[src/rtl/text_glyph_serializer_pkg.sv]
// Shared constants and types for the text-mode glyph serializer.
package text_glyph_serializer_pkg;

  localparam int TEXT_AW  = 12;
  localparam int FONT_AW  = 12;
  localparam int CELL_W   = 8;
  localparam int CELL_H   = 16;

  // Attribute bit positions inside a text RAM word
  localparam int ATTR_R   = 10;
  localparam int ATTR_G   = 9;
  localparam int ATTR_B   = 8;

  // Clock edges from hcount/vcount sample to serial_output
  localparam int PIPE_LAT = 4;

  typedef struct packed {
    logic display_area;
    logic hsync;
    logic vsync;
  } sync_bits_t;

endpackage

[src/rtl/text_glyph_serializer_sync_delay_line.sv]
// Fixed-depth shift register used to keep timing flags aligned with pixel data.
module sync_delay_line #(
  parameter int WIDTH = 3,
  parameter int DEPTH = 3
) (
  input  logic             vga_clk,
  input  logic             reset_n,
  input  logic [WIDTH-1:0] data,
  output logic [WIDTH-1:0] delayed
);

  logic [WIDTH-1:0] stage [DEPTH];

  // Shift the flags one stage per clock; reset clears every stage so no stale flag survives
  always_ff @(posedge vga_clk or negedge reset_n) begin
    if (!reset_n) begin
      for (int i = 0; i < DEPTH; i++) stage[i] <= '0;
    end else begin
      stage[0] <= data;
      for (int i = 1; i < DEPTH; i++) stage[i] <= stage[i-1];
    end
  end

  assign delayed = stage[DEPTH-1];

endmodule

[src/rtl/text_glyph_serializer.sv]
// Text-mode pixel source: text RAM fetch, font ROM fetch, bit select and cursor overlay.
module text_glyph_serializer
  import text_glyph_serializer_pkg::*;
#(
  parameter int COLS         = 80,
  parameter int ROWS         = 30,
  parameter int BLINK_FRAMES = 32
) (
  input  logic               vga_clk,
  input  logic               reset_n,
  input  logic [9:0]         hcount,
  input  logic [9:0]         vcount,
  input  logic               display_area_in,
  input  logic               hsync_in,
  input  logic               vsync_in,
  output logic [TEXT_AW-1:0] text_addr,
  input  logic [10:0]        text_data,
  output logic [FONT_AW-1:0] font_addr,
  input  logic [7:0]         font_data,
  input  logic               cursor_en,
  input  logic [6:0]         cursor_col,
  input  logic [4:0]         cursor_row,
  output logic               serial_output,
  output logic               Radd,
  output logic               Gadd,
  output logic               Badd,
  output logic               display_area,
  output logic               hsync,
  output logic               vsync
);

  logic [5:0] cell_row;
  logic [6:0] cell_col;

  // E1 stage
  logic [2:0] px_d1;
  logic [3:0] line_d1;
  logic [6:0] col_d1;
  logic [5:0] row_d1;
  logic       cen_d1;
  logic [6:0] ccol_d1;
  logic [4:0] crow_d1;

  // E2 stage
  logic [2:0] px_d2;
  logic [3:0] line_d2;
  logic       cur_d2;
  logic       cur_hit;

  // E3 stage
  logic [2:0] px_d3;
  logic       cur_d3;
  logic [2:0] attr_d3;
  sync_bits_t sync_d3;

  // Blink
  logic       frame_match;
  logic       match_d;
  logic       frame_tick;
  logic [7:0] blink_cnt;
  logic       blink_phase;

  logic       pix_bit;

  assign cell_row = vcount[9:4];
  assign cell_col = hcount[9:3];

  // E1: word address (wraps modulo the address width) and cell coordinates
  always_ff @(posedge vga_clk or negedge reset_n) begin
    if (!reset_n) begin
      text_addr <= '0;
      px_d1     <= '0;
      line_d1   <= '0;
      col_d1    <= '0;
      row_d1    <= '0;
      cen_d1    <= 1'b0;
      ccol_d1   <= '0;
      crow_d1   <= '0;
    end else begin
      text_addr <= 12'(cell_row) * 12'(COLS) + 12'(cell_col);
      px_d1     <= hcount[2:0];
      line_d1   <= vcount[3:0];
      col_d1    <= cell_col;
      row_d1    <= cell_row;
      cen_d1    <= cursor_en;
      ccol_d1   <= cursor_col;
      crow_d1   <= cursor_row;
    end
  end

  // Underline cursor occupies the bottom two glyph lines of the cursor cell
  assign cur_hit = cen_d1 & blink_phase & (col_d1 == ccol_d1) &
                   (row_d1 == {1'b0, crow_d1}) & (line_d1 >= 4'd14);

  // E2: carry pixel/line position and latch the cursor decision
  always_ff @(posedge vga_clk or negedge reset_n) begin
    if (!reset_n) begin
      px_d2   <= '0;
      line_d2 <= '0;
      cur_d2  <= 1'b0;
    end else begin
      px_d2   <= px_d1;
      line_d2 <= line_d1;
      cur_d2  <= cur_hit;
    end
  end

  // Font address is formed straight from the RAM output; held at 0 in reset
  assign font_addr = reset_n ? {text_data[7:0], line_d2} : '0;

  // E3: capture the attribute while the font ROM fetches the glyph row
  always_ff @(posedge vga_clk or negedge reset_n) begin
    if (!reset_n) begin
      px_d3   <= '0;
      cur_d3  <= 1'b0;
      attr_d3 <= '0;
    end else begin
      px_d3   <= px_d2;
      cur_d3  <= cur_d2;
      attr_d3 <= {text_data[ATTR_R], text_data[ATTR_G], text_data[ATTR_B]};
    end
  end

  sync_delay_line #(
    .WIDTH(3),
    .DEPTH(PIPE_LAT - 1)
  ) u_sync_delay (
    .vga_clk (vga_clk),
    .reset_n (reset_n),
    .data    ({display_area_in, hsync_in, vsync_in}),
    .delayed (sync_d3)
  );

  assign pix_bit = font_data[3'd7 - px_d3];

  // E4: final pixel, colour select and aligned timing flags
  always_ff @(posedge vga_clk or negedge reset_n) begin
    if (!reset_n) begin
      serial_output <= 1'b0;
      Radd          <= 1'b0;
      Gadd          <= 1'b0;
      Badd          <= 1'b0;
      display_area  <= 1'b0;
      hsync         <= 1'b0;
      vsync         <= 1'b0;
    end else begin
      serial_output      <= sync_d3.display_area & (pix_bit | cur_d3);
      {Radd, Gadd, Badd} <= sync_d3.display_area ? attr_d3 : 3'b000;
      display_area       <= sync_d3.display_area;
      hsync              <= sync_d3.hsync;
      vsync              <= sync_d3.vsync;
    end
  end

  // Frame tick fires only on the first cycle the end-of-text position is seen
  assign frame_match = (vcount == 10'(ROWS * CELL_H)) && (hcount == '0);
  assign frame_tick  = frame_match & ~match_d;

  // Blink counter: toggles the cursor phase every BLINK_FRAMES frame ticks
  always_ff @(posedge vga_clk or negedge reset_n) begin
    if (!reset_n) begin
      match_d     <= 1'b0;
      blink_cnt   <= '0;
      blink_phase <= 1'b0;
    end else begin
      match_d <= frame_match;
      if (frame_tick) begin
        if (blink_cnt == 8'(BLINK_FRAMES - 1)) begin
          blink_cnt   <= '0;
          blink_phase <= ~blink_phase;
        end else begin
          blink_cnt <= blink_cnt + 8'd1;
        end
      end
    end
  end

endmodule

[config.mk]
export PLATFORM = sky130hd
export DESIGN_NAME = text_glyph_serializer
export DESIGN_NICKNAME = d
export VERILOG_FILES = /design/src/rtl/text_glyph_serializer_pkg.sv /design/src/rtl/text_glyph_serializer_sync_delay_line.sv /design/src/rtl/text_glyph_serializer.sv
export SDC_FILE = /design/constraint.sdc
export NUM_CORES = 1
export LEC_CHECK = 0
export ABC_AREA = 1
export CAP_MARGIN = 25
export CORE_AREA = 2 2 108 68
export DETAILED_ROUTE_END_ITERATION = 12
export DIE_AREA = 0 0 110 70
export MAX_ROUTING_LAYER = met4
export PLACE_DENSITY = 0.82
export SYNTH_ARGS = -nofsm -noshare
export SYNTH_HDL_FRONTEND = slang
export SYNTH_SLANG_ARGS = --single-unit
[constraint.sdc]
create_clock -name vga_clk -period 2.95 [get_ports vga_clk]
set_input_delay 0.885 -clock vga_clk [delete_from_list [all_inputs] [get_ports vga_clk]]
set_output_delay 0.885 -clock vga_clk [all_outputs]
set_load 0.05 [all_outputs]
==> summary.md, run 1 <==
| Metric | Value |
|---|---|
| Rows | `24` |
| Net count after synthesis | `roughly 400` |
| Worst-Skew Late Latency | `~0.36 ns` |
| Max cap viols | `0` |
| RSZ-0062 raised after global routing | `no` |
| Die Y | `70 um` |
| Core region area | `6880 sq um` |
| Vias per Instance | `between 4 and 5` |
| First-pass GRT wire length | `roughly 12000 um` |
| DR WL/cell | `approximately 14 um` |
| Slew margin rel. | `0.657` |
| IO Pins | `just under 90` |
| WS Path Type | `in2reg` |
| Slew of the pin with the lowest slew margin | `about 0.5 ns` |
| PwrDens | `between 500 and 600 nW/um^2` |
| Asr flop ratio synth | `1.00` |
| Sw Ratio | `0.283` |
| Layout cells sized above 1 | `0.117` |
| Initial antenna violation count | `0` |
| Register area share after synthesis | `0.610` |
| Worst setup SP type | `input pin` |
| Hpwl dp | `5640 um` |
| Gr usage total | `0.222` |
| Sink Count | `82` |
| DR DRC count | `0` |
| CTS-repair resized insts | `0` |
| Reg clk slew, reported paths | `0.08 ns` |
| Leak | `approximately 2.4 nW` |
| Fin crit share | `0.921` |
| Maximum fanout along the worst path | `3` |
| Crit. End Element | `flip-flop` |
| Setup violations, final | `0` |
| Commonest non-fill, non-tap cell in the layout | `nand2_1` |
| CTS tree | `yes` |
| DRT iter0 DRCs | `72` |
| Psw | `around 0.75 mW` |
| Most frequent cells in the layout | `91 x nand2_1, 82 x dfrtp_1, 74 x clkdlybuf4s50_1, 51 x inv_1, 30 x nor2_1` |
| Post-synth EDFFs | `0` |
| Pre-CTS setup slack | `-0.129 ns` |
| Post-Place Cell Area | `4500 sq um` |
| Crit path time final | `2.72 ns` |
| Largest net degree at the start of global routing | `38` |
| # fillers | `524` |
| Synth cell types | `24` |
| Crit path DAT | `a little under 3 ns` |
| Final WL | `7360 um` |
| Nets | `512` |
| Number of CTS-inserted buffers | `9` |
| Synthesized area per cell | `around 9.9 sq um` |
| Antenna diode count | `0` |
| Level count of the clock H-tree | `3` |
| Synth Instances | `339` |
| Antenna-violating nets left | `0` |
| Pint | `1.89 mW` |
| CP required | `3.20 ns` |
| Yosys warns | `0` |
| Root buf cell | `clkbuf_8` |
| Cts hold-fix bufs | `0` |
| Fmax | `368 MHz` |
| Worst Skew | `0.00548 ns` |
| Seq cells post-synth | `around 80` |
| Mapped Area | `3360 sq um` |
| Worst Slack Setup Final | `0.232 ns` |
| CTS max path bufs | `2` |
| Final Hold Viols | `0` |
| Via count | `approximately 2500` |
| Final instance area | `4730 sq um` |
| TritonRoute pass-1 iters | `4` |
| Congestion Overflow GR | `0` |
| Setup TNS | `0 ns` |
| Die Area | `a little under 8000 sq um` |
| Die X | `110 um` |
| Status | `finished clean` |
| Global placement routability congestion | `just under 0.9` |
| Gate power share | `0.200` |
| Min-delay worst type | `reg2reg` |
| Area growth syn-to-layout | `40.5%` |
| Worst vdd ir | `0.499 mV` |
| Initial Util | `0.489` |
| # port buffers | `87` |
| Vias in the first global route | `2621` |
| Post-CTS Repair Setup Buffers | `0` |
| Clock power share | `0.340` |
| Max Slew Vio Count | `0` |
| Reg power frac | `0.461` |
| Most frequently used flop master after synthesis | `dfrtp_1` |
-- worst max-delay path, cell delays in order --
cell and delay (ns):
clkdlybuf4s50_1 0.42, ha_1 0.31, ha_1 0.24, fa_1 0.42, xor2_1 0.20, nand2_1 0.11, nor2_2 0.15, nand2_1 0.07
nand2_1 0.09, nand2_1 0.07
-- power groups by stage --
stage | clock, mW | combinational [mW] | sequential (mW)
detailed placement | 0 | 0.527 | 1.24
floorplan | 0 | 0.157 | 1.35
global route | 0.984 | 0.565 | 1.22
CTS | 0.920 | 0.532 | 1.22
finish | 0.896 | 0.527 | 1.22
global placement | 0 | 0.512 | 1.24
-- through the flow --
step / cells / hold slack (ns) / power [mW] / utilization
2_1_floorplan: 339 / 0.331 / 1.50 / -
3_3_place_gp: 521 / 0.332 / 1.75 / 0.655
3_5_place_dp: 521 / 0.336 / 1.77 / 0.655
4_1_cts: 537 / 0.353 / 2.67 / 0.687
5_1_grt: 537 / 0.365 / 2.77 / 0.687
6_report: 537 / 0.351 / 2.64 / 0.687
-- synth_stat cells, types with 3 or more instances --
cell type  number  area (sq um)
xor2_1         10          87.6
inv_1          51           191
dfrtp_1        82          2050
a21oi_1         4          20.0
buf_4           4          30.0
nand4_1         3          18.8
nand2_1        91           342
inv_2           3          11.3
nor2_1         30           113
o21ai_0         4          20.0
xnor2_1         4          35.0
ha_1           12           150
nor2_2          6          37.5
nand3_1        20           100
-- flip-flops by register name, indices dropped and copies added, names as in the netlist, 3 cells and up --
name / cells
blink_cnt: 8
px_d2: 3
px_d3: 3
text_addr: 8
u_sync_delay.stage: 6
ccol_d1: 7
crow_d1: 5
px_d1: 3
col_d1: 7
u_sync_delay.delayed: 3
line_d1: 4
attr_d3: 3
row_d1: 6
line_d2: 4
-- cell families (layout without fill, tap and decap cells) --
family	after synthesis	after routing	share of synthesized area
buf+inv	60	167	0.0714
simple gates	156	156	0.204
compound gates	13	13	0.0219
fa+ha+maj	14	14	0.0565
xor+xnor	14	14	0.0365
flops	82	82	0.610
-- per-layer routing --
| metal | vias up | track usage | part of all wire |
|---|---|---|---|
| li1 | 1235 | - | - |
| met1 | 1192 | 0.258 | 0.42 |
| met2 | 65 | 0.352 | 0.49 |
| met3 | 18 | 0.0915 | 0.068 |
| met4 | 0 | 0.0703 | 0.021 |
| met5 | - | - | 0 |
-- final timing paths --
| kind | start | to | slack, ns | depth (start not counted) |
|---|---|---|---|---|
| worst max register to register | blink_cnt[0] | blink_phase | 1.56 | 8 |
| max in group asynchronous | reset_n | blink_phase | 1.79 | 2 |
| worst min register to register | px_d2[2] | px_d3[2] | 0.35 | 0 |
| worst max-delay path | vcount[5] | text_addr[11] | 0.23 | 10 |
| min in group asynchronous | reset_n | ccol_d1[0] | 0.40 | 1 |
| worst min-delay path | px_d2[2] | px_d3[2] | 0.35 | 0 |
-- layout make-up --
class,instances,area (sq um),share of cell area
clock buffers,9,124,0.0262
clock inverters,7,98.8,0.0209
multi-input cells,197,1070,0.227
repair buffers,97,1060,0.225
well taps,91,114,0.0241
flip-flops and latches,82,2050,0.434
inverters,54,203,0.0429
Power figures use the tool's default switching activity.
==> inputs of run 2 (changes only) <==
- REMOVE_ABC_BUFFERS: default -> 1
==> summary.md, run 2 (synthesis results as in run 1) <==
| Metric | Value |
|---|---|
| Status | `finished clean` |
| Gr usage total | `0.212` |
| Setup violations, final | `0` |
| Max cap viols | `0` |
| TritonRoute pass-1 iters | `4` |
| Final WL | `7350 um` |
| Fmax | `371 MHz` |
| Clock power share | `0.324` |
| Die Y | `70 um` |
| Nets | `511` |
| Worst Setup SP | `vcount[5]` |
| Crit. End Element | `flip-flop` |
| R2R depth | `8` |
| Psw | `between 0.7 and 0.8 mW` |
| Cell breakdown of the critical path | `clkdlybuf4s50_1 > ha_1 > ha_1 > fa_1 > xor2_1 > nand2_1 > nor2_2 > nand2_1 > nand2_1 > nand2_1` |
| Initial antenna violation count | `0` |
| Pre-CTS setup slack | `-0.123 ns` |
| Reg clk slew, reported paths | `0.09 ns` |
| Post-Place Cell Area | `4500 sq um` |
| Sink Count | `82` |
| Worst Slack Setup Final | `~0.26 ns` |
| Die X | `110 um` |
| CTS max path bufs | `2` |
| CP peak stage delay | `0.43 ns` |
| Largest net degree at the start of global routing | `45` |
| CTS-repair resized insts | `0` |
| Slew of the pin with the lowest slew margin | `0.544 ns` |
| Reg power frac | `0.473` |
| Slew margin rel. | `0.637` |
| DR DRC count | `0` |
| Pint | `1.83 mW` |
| WS Path Type | `in2reg` |
| Area growth syn-to-layout | `39.9%` |
| CP max stage cell | `clkdlybuf4s50_1` |
| Crit path time final | `between 2 and 3 ns` |
| Buf/Inv on CP | `1` |
| Delay-heaviest family, CP | `adder cells` |
| Vias per Instance | `4.69` |
| # port buffers | `87` |
| Post-CTS Repair Setup Buffers | `0` |
| Final Hold Viols | `0` |
| Hpwl dp | `around 5600 um` |
| Global placement routability congestion | `slightly below 0.9` |
| Sw Ratio | `0.290` |
| Antenna diode count | `0` |
| Worst reg2reg startpoint | `blink_cnt[0]` |
| Level count of the clock H-tree | `3` |
| PwrDens | `between 500 and 600 nW/um^2` |
| Worst vdd ir | `0.367 mV` |
| DRT iter0 DRCs | `~100` |
| Fin crit share | `0.914` |
| Core region area | `6880 sq um` |
| Via count | `2512` |
| Worst Skew | `a little under 0.008 ns` |
| Initial Util | `0.489` |
| Gate power share | `0.203` |
| Congestion Overflow GR | `0` |
| Most used cell, CP | `nand2_1` |
| Capture point of the worst path | `text_addr[11]` |
| RSZ-0062 raised after global routing | `no` |
| RR Endpoint | `blink_cnt[3]` |
| DR WL/cell | `13.7 um` |
| Instance count on the critical path | `10` |
| Maximum fanout along the worst path | `3` |
| Top Registers | `blink_cnt: 8 flops, text_addr: 8 flops` |
| CTS tree | `yes` |
| Commonest non-fill, non-tap cell in the layout | `nand2_1` |
| Number of CTS-inserted buffers | `9` |
| Vias in the first global route | `roughly 2500` |
| Rows | `24` |
| Final instance area | `4700 sq um` |
| Die Area | `a little under 8000 sq um` |
| Leak | `approximately 2.4 nW` |
| Worst setup SP type | `input pin` |
| Hold WS | `0.352 ns` |
| Layout cells sized above 1 | `0.115` |
| Antenna-violating nets left | `0` |
| Max Slew Vio Count | `0` |
| Worst-Skew Late Latency | `0.35 ns` |
| Most frequent cells in the layout | `91 x nand2_1, 82 x dfrtp_1, 74 x clkdlybuf4s50_1, 51 x inv_1, 30 x nor2_1` |
| Min-delay worst type | `reg2reg` |
| IO Pins | `about 90` |
| Cts hold-fix bufs | `0` |
| Crit path DAT | `2.94 ns` |
| CP required | `roughly 3.2 ns` |
| First-pass GRT wire length | `11800 um` |
| R2R Setup Slk | `1.61 ns` |
| Root buf cell | `clkbuf_8` |
run 2: cell types whose count changed in the layout (fill, tap and decap cells not counted):
cell	change
inv_6	-1
bufinv_16	-1
clkbuf_8	+1
buf_4	-1
clkinv_2	-1
clkinvlp_4	+1
clkinv_4	+1
run 2: metrics by stage:
stage | cells | total power, mW | TNS (ns) | utilization
2_1_floorplan | 333 | 1.50 | 0 | -
3_5_place_dp | 520 | 1.76 | -0.132 | 0.654
6_report | 536 | 2.58 | 0 | 0.684
5_1_grt | 536 | 2.69 | 0 | 0.684
4_1_cts | 536 | 2.60 | 0 | 0.684
3_3_place_gp | 520 | 1.75 | -0.00937 | 0.654
run 2: layout make-up:
| type | instances | area, sq um |
|---|---|---|
| inverters | 54 | 203 |
| well taps | 91 | 114 |
| clock buffers | 10 | 138 |
| fillers | 517 | 2170 |
| multi-input cells | 197 | 1070 |
| clock inverters | 6 | 71.3 |
| flip-flops and latches | 82 | 2050 |
| repair buffers | 96 | 1060 |
run 2: per-layer routing:
layer	track usage	wire, um
met1	0.268	3140
met4	0.0689	108
met3	0.0654	692
met2	0.329	3410
met5	-	0
run 2: power groups by stage:
| stage | Clock [mW] | Sequential [mW] | Combinational [mW] |
|---|---|---|---|
| floorplan | 0 | 1.36 | 0.141 |
| global placement | 0 | 1.24 | 0.509 |
| detailed placement | 0 | 1.24 | 0.524 |
| CTS | 0.854 | 1.22 | 0.526 |
| global route | 0.908 | 1.23 | 0.559 |
| finish | 0.834 | 1.22 | 0.523 |
run 2: worst min-delay path by stage:
stage          slack (ns)             startpoint  cells after the start                       to
2_1_floorplan        0.33                 cur_d2                      0                   cur_d3
3_3_place_gp         0.33               px_d2[1]                      0                 px_d3[1]
3_5_place_dp         0.33             line_d1[0]                      0               line_d2[0]
4_1_cts              0.35             line_d1[0]                      0               line_d2[0]
5_1_grt              0.36  u_sync_delay.stage[4]                      0  u_sync_delay.delayed[1]
6_report             0.35  u_sync_delay.stage[5]                      0  u_sync_delay.delayed[2]
run 2: worst register-to-register path: stages, from the launching register on:
cell and delay [ns]:
dfrtp_1 0.41, ha_1 0.18, nand2_1 0.07, inv_2 0.07, nand2_1 0.07, nor2_2 0.19, nor2_1 0.08, nand3_1 0.09
nand2_1 0.08
==> inputs of run 3 (changes only) <==
- SETUP_SLACK_MARGIN: default -> 0.2
==> summary.md, run 3 (synthesis results as in run 1) <==
| Metric | Value |
|---|---|
| Setup TNS | `0 ns` |
| Hold Crit Endpoint | `line_d2[0]` |
| Hold Startpoint | `line_d1[0]` |
| Crit path DAT | `2.87 ns` |
| Post-layout util | `0.687` |
| Setup violations, final | `0` |
| Crit path time final | `~2.6 ns` |
| Congestion Overflow GR | `0` |
| Final WL | `7380 um` |
| CTS max path bufs | `2` |
| R2R Setup Slk | `roughly 1.6 ns` |
| Slew margin rel. | `0.637` |
| DR WL/cell | `13.8 um` |
| Worst vdd ir | `0.374 mV` |
| Worst-Skew Late Latency | `0.36 ns` |
| Die X | `110 um` |
| CP peak stage delay | `between 0.4 and 0.5 ns` |
| Die Area | `~7700 sq um` |
| Max Slew Vio Count | `0` |
| Level count of the clock H-tree | `3` |
| Core region area | `6880 sq um` |
| Rows | `24` |
| Worst Skew | `approximately 0.0081 ns` |
| Storage cell area | `slightly above 2000 sq um` |
| First-pass GRT wire length | `11800 um` |
| Hold path depth | `0` |
| Worst Slack Setup Final | `0.327 ns` |
| Worst reg2reg startpoint | `blink_cnt[0]` |
| Cell breakdown of the critical path | `clkdlybuf4s50_1 > buf_4 > ha_1 > ha_1 > a21oi_1 > nand2_1 > xor2_1 > nand2_1 > nand2_1 > nand2_1` |
| Pre-CTS setup slack | `-0.123 ns` |
| Commonest non-fill, non-tap cell in the layout | `nand2_1` |
| Global placement routability congestion | `0.886` |
| DR DRC count | `0` |
| Reg clk slew, reported paths | `0.08 ns` |
| R2R depth | `8` |
| Vias per Instance | `around 4.7` |
| Maximum fanout along the worst path | `4` |
| Antenna-violating nets left | `0` |
| Antenna diode count | `0` |
| Area occupied by multi-input gates | `~1100 sq um` |
| Slew of the pin with the lowest slew margin | `around 0.54 ns` |
| # fillers | `515` |
| Status | `finished clean` |
| Hpwl dp | `5610 um` |
| # port buffers | `87` |
| Most used cell, CP | `nand2_1` |
| Vias in the first global route | `2537` |
| CP required | `approximately 3.2 ns` |
| Fin crit share | `0.889` |
| Most frequent cells in the layout | `90 x nand2_1, 82 x dfrtp_1, 74 x clkdlybuf4s50_1, 51 x inv_1, 30 x nor2_1` |
| Leak | `2.39 nW` |
| Initial antenna violation count | `0` |
| Root buf cell | `clkbuf_8` |
| Number of CTS-inserted buffers | `9` |
| Min-delay worst type | `reg2reg` |
| Total power | `2.59 mW` |
| PwrDens | `548 nW/um^2` |
| Layout cells sized above 1 | `0.121` |
| Nets | `approximately 500` |
| DRT iter0 DRCs | `about 110` |
| Cts hold-fix bufs | `0` |
| Area growth syn-to-layout | `40.4%` |
| RSZ-0062 raised after global routing | `no` |
| Final Hold Viols | `0` |
| RR Endpoint | `blink_cnt[3]` |
| CTS tree | `yes` |
| Initial Util | `0.489` |
| TritonRoute pass-1 iters | `4` |
| Gr usage total | `0.212` |
| Worst setup SP type | `input pin` |
| Die Y | `70 um` |
| Largest net degree at the start of global routing | `45` |
| CP max stage cell | `clkdlybuf4s50_1` |
| WS Path Type | `in2reg` |
| Max cap viols | `0` |
| Fmax | `381 MHz` |
| IO Pins | `just under 90` |
| Via count | `2494` |
| Top Registers | `blink_cnt: 8 flops, text_addr: 8 flops` |
| Sink Count | `82` |
| Crit. End Element | `flip-flop` |
| Hold WS | `0.352 ns` |
[run 3: worst max-delay path by stage]
stage,slack (ns),endpoint,cells after the start,startpoint
floorplan,0.52,text_addr[11],9,vcount[5]
global placement,-0.009,text_addr[11],10,vcount[5]
detailed placement,-0.12,text_addr[11],10,vcount[5]
CTS,0.26,text_addr[11],10,vcount[5]
global route,0.22,text_addr[11],10,vcount[7]
finish,0.33,text_addr[11],10,vcount[7]
[run 3: final cells by class]
type | count | share of cell area
Inverter | 54 | 0.0429
Clock buffer | 10 | 0.0291
Tap cell | 91 | 0.0241
Timing Repair Buffer | 96 | 0.224
Clock inverter | 6 | 0.0151
Sequential cell | 82 | 0.435
Multi-Input combinational cell | 197 | 0.231
[run 3: power breakdown]
group / switching [mW] / internal [mW]
logic: 0.310 / 0.221
registers: 0.0273 / 1.19
clock network: 0.416 / 0.421
total: 0.753 / 1.83
[run 3: metrics by stage]
stage / std cells / instance area, sq um
after global routing: 536 / 4720
after detailed placement: 520 / 4500
after global placement: 520 / 4500
final: 536 / 4720
after CTS: 536 / 4700
after floorplan: 333 / 3330
[run 3: metal layers]
| layer | vias to the layer above | track usage | routed length, um | part of all wire |
|---|---|---|---|---|
| met2 | 95 | 0.329 | 3430 | 0.46 |
| li1 | 1227 | - | - | - |
| met4 | 0 | 0.0689 | 114 | 0.015 |
| met3 | 11 | 0.0654 | 693 | 0.094 |
| met5 | - | - | 0 | 0 |
| met1 | 1161 | 0.268 | 3140 | 0.43 |
[run 3: critical path: cells and delay by family]
family / cells / cell delay (ns)
simple gates: 4 / 0.31
xor+xnor: 1 / 0.25
buf+inv: 2 / 0.58
compound gates: 1 / 0.17
fa+ha+maj: 2 / 0.67
[run 3: what timing repair did]
action                     4_1_cts  5_1_grt
buffers inserted                 0        0
gates resized for setup          0        4
setup endpoints to repair        0        1
